--- src/rtl/fetch_pkg.sv ---
// Shared types and constants for the instruction fetch unit.
// Optional JAL target prediction is enabled with the FETCH_JAL_PREDICT_EN macro.
package fetch_pkg;

    typedef enum logic [1:0] {
        ST_FETCH   = 2'd0,
        ST_HOLD    = 2'd1,
        ST_DISCARD = 2'd2
    } fetch_state_e;

    localparam logic [6:0]  OPC_JAL     = 7'b1101111;
    localparam logic [31:0] INST_BUBBLE = 32'h0000_0000;
    localparam logic [31:0] PC_STEP     = 32'd4;

    // RV32 J-type immediate, sign-extended; bit 0 is always zero.
    function automatic logic [31:0] jal_imm(input logic [31:0] inst);
        return {{11{inst[31]}}, inst[31], inst[19:12], inst[20], inst[30:21], 1'b0};
    endfunction

endpackage

--- src/rtl/fetch_next_pc.sv ---
// Combinational next-fetch-address selection: redirect, JAL target, or sequential step.
// JAL target selection exists only when FETCH_JAL_PREDICT_EN is defined.
module fetch_next_pc
    import fetch_pkg::*;
(
    input  logic [31:0] cur_pc,
`ifdef FETCH_JAL_PREDICT_EN
    input  logic [31:0] cur_inst,
`endif
    input  logic        redirect,
    input  logic [31:0] redirect_pc,
    output logic [31:0] next_pc
);

    always_comb begin
        next_pc = cur_pc + PC_STEP;
`ifdef FETCH_JAL_PREDICT_EN
        if (cur_inst[6:0] == OPC_JAL) begin
            next_pc = cur_pc + jal_imm(cur_inst);
        end
`endif
        // Redirect targets are forced to word alignment.
        if (redirect) begin
            next_pc = redirect_pc & ~32'h3;
        end
    end

endmodule

--- src/rtl/fetch_unit.sv ---
// Instruction fetch unit: one outstanding imem request, one-entry hold buffer for stalls,
// and wrong-path response discard after redirect. JAL prediction: FETCH_JAL_PREDICT_EN.
module fetch_unit
    import fetch_pkg::*;
#(
    parameter logic [31:0] RESET_PC = 32'h0000_0000
) (
    input  logic        clk,
    input  logic        rst,
    input  logic        stall,
    input  logic        redirect,
    input  logic [31:0] redirect_pc,
    output logic        imem_req,
    output logic [31:0] imem_addr,
    input  logic        imem_ack,
    input  logic [31:0] imem_rdata,
    output logic [31:0] inst_encoding,
    output logic [31:0] pc,
    output logic        inst_valid,
    output logic        flush,
    output logic [1:0]  state_dbg
);

    localparam logic [1:0] S_FETCH   = ST_FETCH;
    localparam logic [1:0] S_HOLD    = ST_HOLD;
    localparam logic [1:0] S_DISCARD = ST_DISCARD;

    // imem handshake: imem_req is the valid, imem_ack the completion. Once raised,
    // imem_req and imem_addr stay put until the cycle imem_ack=1; the word on
    // imem_rdata is only meaningful in that cycle. At most one request is in flight.

    logic [1:0]  state;
    logic [31:0] fetch_pc;
    logic [31:0] discard_addr;
    logic [31:0] hold_inst;
    logic [31:0] hold_pc;
    logic [31:0] src_inst;
    logic [31:0] src_pc;
    logic [31:0] next_pc;
    logic        deliver;

    assign flush     = redirect;
    assign state_dbg = state;
    assign imem_req  = !rst && (state != S_HOLD);
    assign imem_addr = (state == S_DISCARD) ? discard_addr : fetch_pc;

    assign src_inst = (state == S_HOLD) ? hold_inst : imem_rdata;
    assign src_pc   = (state == S_HOLD) ? hold_pc   : fetch_pc;
    assign deliver  = !redirect && !stall &&
                      (((state == S_FETCH) && imem_ack) || (state == S_HOLD));

    fetch_next_pc u_next_pc (
        .cur_pc      (src_pc),
`ifdef FETCH_JAL_PREDICT_EN
        .cur_inst    (src_inst),
`endif
        .redirect    (redirect),
        .redirect_pc (redirect_pc),
        .next_pc     (next_pc)
    );

    always_ff @(posedge clk) begin
        if (rst) begin
            state         <= S_FETCH;
            fetch_pc      <= RESET_PC & ~32'h3;
            discard_addr  <= 32'h0;
            hold_inst     <= 32'h0;
            hold_pc       <= 32'h0;
            inst_encoding <= INST_BUBBLE;
            pc            <= 32'h0;
            inst_valid    <= 1'b0;
        end else if (redirect) begin
            fetch_pc      <= next_pc;
            hold_inst     <= 32'h0;
            hold_pc       <= 32'h0;
            inst_encoding <= INST_BUBBLE;
            inst_valid    <= 1'b0;
            // An un-acked request must still be drained before fetching the new path.
            if ((state != S_HOLD) && !imem_ack) begin
                state <= S_DISCARD;
                if (state == S_FETCH) begin
                    discard_addr <= fetch_pc;
                end
            end else begin
                state <= S_FETCH;
            end
        end else begin
            if (deliver) begin
                inst_encoding <= src_inst;
                pc            <= src_pc;
                inst_valid    <= 1'b1;
                fetch_pc      <= next_pc;
            end else if (!stall) begin
                inst_encoding <= INST_BUBBLE;
                inst_valid    <= 1'b0;
            end

            case (state)
                S_FETCH: begin
                    if (imem_ack && stall) begin
                        hold_inst <= imem_rdata;
                        hold_pc   <= fetch_pc;
                        state     <= S_HOLD;
                    end
                end
                S_HOLD: begin
                    if (!stall) begin
                        state <= S_FETCH;
                    end
                end
                S_DISCARD: begin
                    if (imem_ack) begin
                        state <= S_FETCH;
                    end
                end
                default: state <= S_FETCH;
            endcase
        end
    end

endmodule
--- config.mk ---
export PLATFORM = sky130hd
export DESIGN_NAME = fetch_unit
export DESIGN_NICKNAME = d
export VERILOG_FILES = /design/src/rtl/fetch_pkg.sv /design/src/rtl/fetch_next_pc.sv /design/src/rtl/fetch_unit.sv
export SDC_FILE = /design/constraint.sdc
export NUM_CORES = 1
export LEC_CHECK = 0
export BUFFER_PORTS_ARGS = -buffer_cell sky130_fd_sc_hd__buf_2
export CORE_UTILIZATION = 60
export CTS_CLUSTER_SIZE = 14
export DETAILED_ROUTE_END_ITERATION = 12
export HOLD_SLACK_MARGIN = 0.05
export PLACE_DENSITY = 0.95
export SLEW_MARGIN = 20
export SYNTH_ARGS = -nofsm -noshare
export SYNTH_HDL_FRONTEND = slang
export SYNTH_SLANG_ARGS = --single-unit
--- constraint.sdc ---
create_clock -name clk -period 5.6 [get_ports clk]
set_input_delay 1.12 -clock clk [delete_from_list [all_inputs] [get_ports clk]]
set_output_delay 1.12 -clock clk [all_outputs]
set_load 0.02 [all_outputs]
==> metrics.txt, run 1 <==
Post-synth ARST share 0; mux cell area share after synthesis 0.103; Worst Clk Skew 0.00929 ns; DR WL met3 2540 microns; Hold Vio Cnt, Final 0; largest net degree at the start of global routing 102; fmax 268 MHz; critical path class flip-flop to output pin; First DRT Iteration DRCs 1138; worst hold start discard_addr[27]; # port buffers 167; Worst Hold Path Cells 2; Setup crit end kind output pin; Wirelength per Cell 17.3 microns; Pins Over Slew Limit 0; Routed met2 length 12000 microns; Gate Count Post-Synth 1195; Post-CTS Repair Setup Buffers 0; worst reg2reg startpoint state_dbg[1]; CTS Sinks 195; clock transition at the registers of the reported paths 0.07 ns; Critical Path Max Stage Delay 0.63 ns; list of most frequent post-synthesis cells nand2_1 (341), a21oi_1 (195), dfxtp_1 (195); CTS HTree Levels 4; largest family of logic cells by synthesized area simple AND/OR/NAND/NOR gates; Starting Density 0.623; Top Metal Used met4; Power Density 288 mW/mm^2; setup tns final 0 ns; DRT antenna net count 0; leakage power 4.37 nW; crit-path max FO 22; library cells used by synthesis 58; total track usage 0.327; slowest CP cell dfxtp_1; CTS max path bufs 2; core box area 0.0148 sq mm; Final period util 0.667; area growth from synthesis to layout 15.3%; Detailed Route WL 25800 microns; worst hold slack 0.455 ns; syn_area_per_cell 7.69 sq um; EDFF count, synth 0; die height 126 microns; worst hold-check path type flip-flop to flip-flop; cells on worst reg2reg path 7; min Tclk post-route 3.74 ns; reg-to-reg endpoint fetch_pc[28]; Vias 9210; post-DR vias/cell 6.17; cell taking the most area after synthesis dfxtp_1; Synth Area in Adders 0.00136; chip width 126 microns; IO Pins 170; CP Data Arrival Time 2.62 ns; count leader, synth nand2_1; Syn Nets 1265; Die Footprint 0.0158 sq mm; xor and xnor area share after synthesis 0.00858; DR DRC count 0; Pre-antenna DRT Iters 6; post-CTS sizing 0; Final nets 1364; launch point of the worst path state_dbg[1]; Post-Synth Simple-Gate Area 0.242; synth warn 0; reg2reg setup slack 2.02 ns; dpl hpwl 16100 microns; top cell type's share of synthesized area 0.425; routed metal-1 wire length 9950 microns; CP required 4.48 ns; std cell rows 44; commonest register cell after synthesis dfxtp_1; count of hold buffers inserted by post-cts repair 0; antenna violations before repair 1; main area contributors after synthesis dfxtp_1 (43%), nand2_1 (14%), a21oi_1 (11%), mux2_2 (4.5%), mux2i_1 (4.0%); share of cells above drive strength 1 0.207; Slew Limit Headroom 0.351; Compound-Gate Fraction of Synth Area 0.172; crit path cell chain and2b_1, buf_4, mux2_2, buf_2; run status complete, no violations; sequential-to-total area share from yosys stat 0.425; CTS Buf Count 17; count of state elements after synthesis 195; CTS tree done; first-pass GRT wire length 41400 microns; Root Buffer Master clkbuf_16; Overflow after GRT 0; CP Launch Type flip-flop; final setup vio count 0; unrepaired setup endpoints after global routing no; Worst-Skew Late Latency 0.44 ns; Worst-Margin Slew 0.973 ns; Cell Area, Synth 0.00919 sq mm; max_cap viols 0; gpl congestion 0.883; Hold Path End discard_addr[27]; vias in the first global route 8615; worst vdd ir 0.211 mV
report_power, final:
part | switching (mW) | leakage (nW) | internal [mW]
sequential | 0.0449 | 1.58 | 1.43
combinational | 0.238 | 2.51 | 0.125
clock | 0.532 | 0.276 | 0.683
placed cells by master, fill, tap and decap left out, drive strengths merged, types with 6 or more instances in the layout:
cell type / Yosys / layout
o22ai: 9 / 9
nor3: 17 / 17
nand3: 18 / 18
buf: 23 / 182
or3: 7 / 7
clkbuf: 79 / 21
inv: 4 / 6
nor2: 93 / 93
a211oi: 27 / 27
mux2: 37 / 37
and3: 19 / 19
a21oi: 195 / 195
xor2: 9 / 9
nand2: 341 / 341
mux2i: 44 / 44
dfxtp: 195 / 195
o21ai: 15 / 15
a31oi: 6 / 6
cell families after synthesis:
kind of cell    Yosys count
simple gates            523
compound gates          280
fa+ha+maj                 1
xor+xnor                  9
flops                   195
buf+inv                 106
mux                      81
metrics by stage:
step	std cells	power, mW	area [sq um]	worst slack, ns	util
finish	1492	3.05	10600	1.86	0.718
CTS	1490	3.05	10600	1.89	0.716
detailed placement	1458	1.85	9970	2.10	0.676
floorplan	1195	1.74	9190	2.28	-
global placement	1458	1.84	9970	2.12	0.676
global route	1492	3.16	10600	1.74	0.718
final cells by class:
type	count	area, sq um
clock buffer	21	460
tap	184	230
multi-input combinational	894	4880
antenna	1	2.50
inverter	4	15.0
fill	1105	4170
clock inverter	11	126
timing repair buffer	182	971
sequential	195	3900
worst max path at each step:
stage	to	cells past startpoint
5_1_grt	imem_addr[0]	4
4_1_cts	imem_addr[26]	4
2_1_floorplan	fetch_pc[28]	14
6_report	imem_addr[26]	4
3_5_place_dp	fetch_pc[31]	8
3_3_place_gp	fetch_pc[21]	7
routing by layer:
layer / up-vias / track usage
li1: 4272 / -
met1: 4222 / 0.390
met2: 586 / 0.526
met3: 130 / 0.0794
met4: 0 / 0.217
met5: - / 0
registers in the layout, indices dropped and copies added (netlist names):
signal         count
discard_addr      32
fetch_pc          32
hold_inst         32
hold_pc           32
inst_encoding     32
pc                32
state_dbg          2
inst_valid         1
critical path, delay by kind of cell, from the launching register on:
family,cells,cell delay [ns]
mux,1,0.39
flops,1,0.63
simple gates,1,0.55
buf+inv,2,0.59
(Power assumes the default switching activity.)
==> inputs of run 2 (changes only) <==
CORE_UTILIZATION = 56   (was 60)
PLACE_DENSITY = 0.91   (was 0.95)
clock period = 3.5 ns   (was 5.6 ns; I/O delays follow)
==> metrics.txt, run 2 (same netlist as run 1, synthesis figures left out) <==
area of the multi-input gates 0.00488 sq mm (unchanged); chip width 130 microns (was 126 microns); dpl hpwl 17200 microns (was 16100 microns); fmax 313 MHz; CP Launch Type flip-flop (unchanged); vias in the first global route 8394 (was 8615); Vias 9004 (was 9210); most frequent cells in the layout nand2_1 (341), a21oi_1 (195), dfxtp_1 (195), buf_2 (166), nor2_1 (93) (unchanged); Post-CTS Repair Setup Buffers 0 (unchanged); DRT antenna net count 0 (unchanged); core box area 0.0159 sq mm (was 0.0148 sq mm); count of hold buffers inserted by post-cts repair 0 (unchanged); CP required 2.80 ns (was 4.48 ns); leakage power 4.44 nW (was 4.37 nW); first-pass GRT wire length 40800 microns (was 41400 microns); Wirelength per Cell 16.8 microns (was 17.3 microns); Overflow after GRT 0 (unchanged); DR DRC count 0 (unchanged); fillers 1273 (was 1105); post-DR vias/cell 5.86 (was 6.17); worst vdd ir 0.391 mV (was 0.211 mV); Worst-Margin Slew 0.958 ns (was 0.973 ns); dpl cell area 0.0101 sq mm (was 0.00997 sq mm); most common cell after layout, fill and taps aside nand2_1 (unchanged); post-CTS sizing 0 (unchanged); Hold Vio Cnt, Final 0 (unchanged); run status complete, no violations (unchanged); Starting Density 0.576 (was 0.623); max_cap viols 0 (unchanged); setup tns final 0 ns (unchanged); crit-path max FO 13 (was 22); total track usage 0.308 (was 0.327); share of cells above drive strength 1 0.215 (was 0.207); Power Density 456 mW/mm^2 (was 288 mW/mm^2); critical path class flip-flop to output pin (unchanged); IO Pins 170 (unchanged); Setup crit end kind output pin (unchanged); final worst slack 0.303 ns (was 1.86 ns); gpl congestion 0.892 (was 0.883); First DRT Iteration DRCs 864 (was 1138); clock transition at the registers of the reported paths 0.07 ns (about the same); final instance area 0.0107 sq mm (was 0.0106 sq mm); final setup vio count 0 (unchanged); unrepaired setup endpoints after global routing no (unchanged); Worst-Skew Late Latency 0.44 ns (about the same); largest net degree at the start of global routing 58 (was 102); Pre-antenna DRT Iters 7 (was 6); Slew Limit Headroom 0.362 (was 0.351); CP Data Arrival Time 2.50 ns (was 2.62 ns); Final nets 1376 (was 1364); Root Buffer Master clkbuf_16 (unchanged); Final period util 0.913; CTS Sinks 195 (unchanged); DP Worst Slack 0.437 ns (was 2.10 ns); Detailed Route WL 25800 microns (about the same); FF+latch area 0.00390 sq mm (unchanged); CTS Buf Count 17 (unchanged); antenna violations before repair 1 (unchanged); worst hold-check path type flip-flop to flip-flop (unchanged); CTS HTree Levels 4 (unchanged); Worst Clk Skew 0.0155 ns (was 0.00929 ns); CTS max path bufs 2 (unchanged); CTS tree done (unchanged); # port buffers 167 (unchanged); Die Footprint 0.0169 sq mm (was 0.0158 sq mm); std cell rows 46 (was 44); die height 130 microns (was 126 microns); Pins Over Slew Limit 0 (unchanged); area growth from synthesis to layout 16.9% (was 15.3%); min Tclk post-route 3.20 ns
run 2: layer usage:
layer | up-vias | share of wire | track usage
met5 | - | 0 | 0
met4 | 0 | 0.039 | 0.159
met3 | 84 | 0.086 | 0.0730
met2 | 456 | 0.47 | 0.505
met1 | 4175 | 0.40 | 0.378
li1 | 4289 | - | -
run 2: worst max-delay path, stage by stage, from the launching register on:
cell and delay, ns:
dfxtp_1 0.63, and2b_1 0.58, buf_4 0.32, mux2_2 0.36, buf_2 0.16
run 2: layout make-up:
cell class	instances	area share
Clock inverter	15	0.0149
Inverter	4	0.00140
Clock buffer	17	0.0396
Antenna cell	1	0.000233
Sequential cell	195	0.364
Timing Repair Buffer	194	0.100
Tap cell	216	0.0252
Multi-Input combinational cell	894	0.455
run 2: per-stage QoR:
| step | util | power (mW) | cells | hold slack (ns) |
|---|---|---|---|---|
| floorplan | - | 2.78 | 1195 | 0.433 |
| global placement | 0.636 | 2.97 | 1503 | 0.437 |
| detailed placement | 0.636 | 2.99 | 1503 | 0.446 |
| CTS | 0.673 | 4.91 | 1535 | 0.456 |
| global route | 0.673 | 5.07 | 1536 | 0.472 |
| finish | 0.673 | 4.89 | 1536 | 0.454 |
run 2: report_power, final:
group          internal, mW  leakage [nW]  switching, mW
Combinational         0.208          2.57          0.381
Sequential             2.29          1.58         0.0728
Clock                  1.02         0.283          0.932
run 2: worst paths after layout:
kind                            depth (start not counted)             start  slack, ns               end
worst min-delay path                                    2  discard_addr[23]       0.45  discard_addr[23]
worst max register to register                          8      state_dbg[1]       0.31      fetch_pc[14]
worst max-delay path                                    4      state_dbg[1]       0.30     imem_addr[31]
worst min register to register                          2  discard_addr[23]       0.45  discard_addr[23]
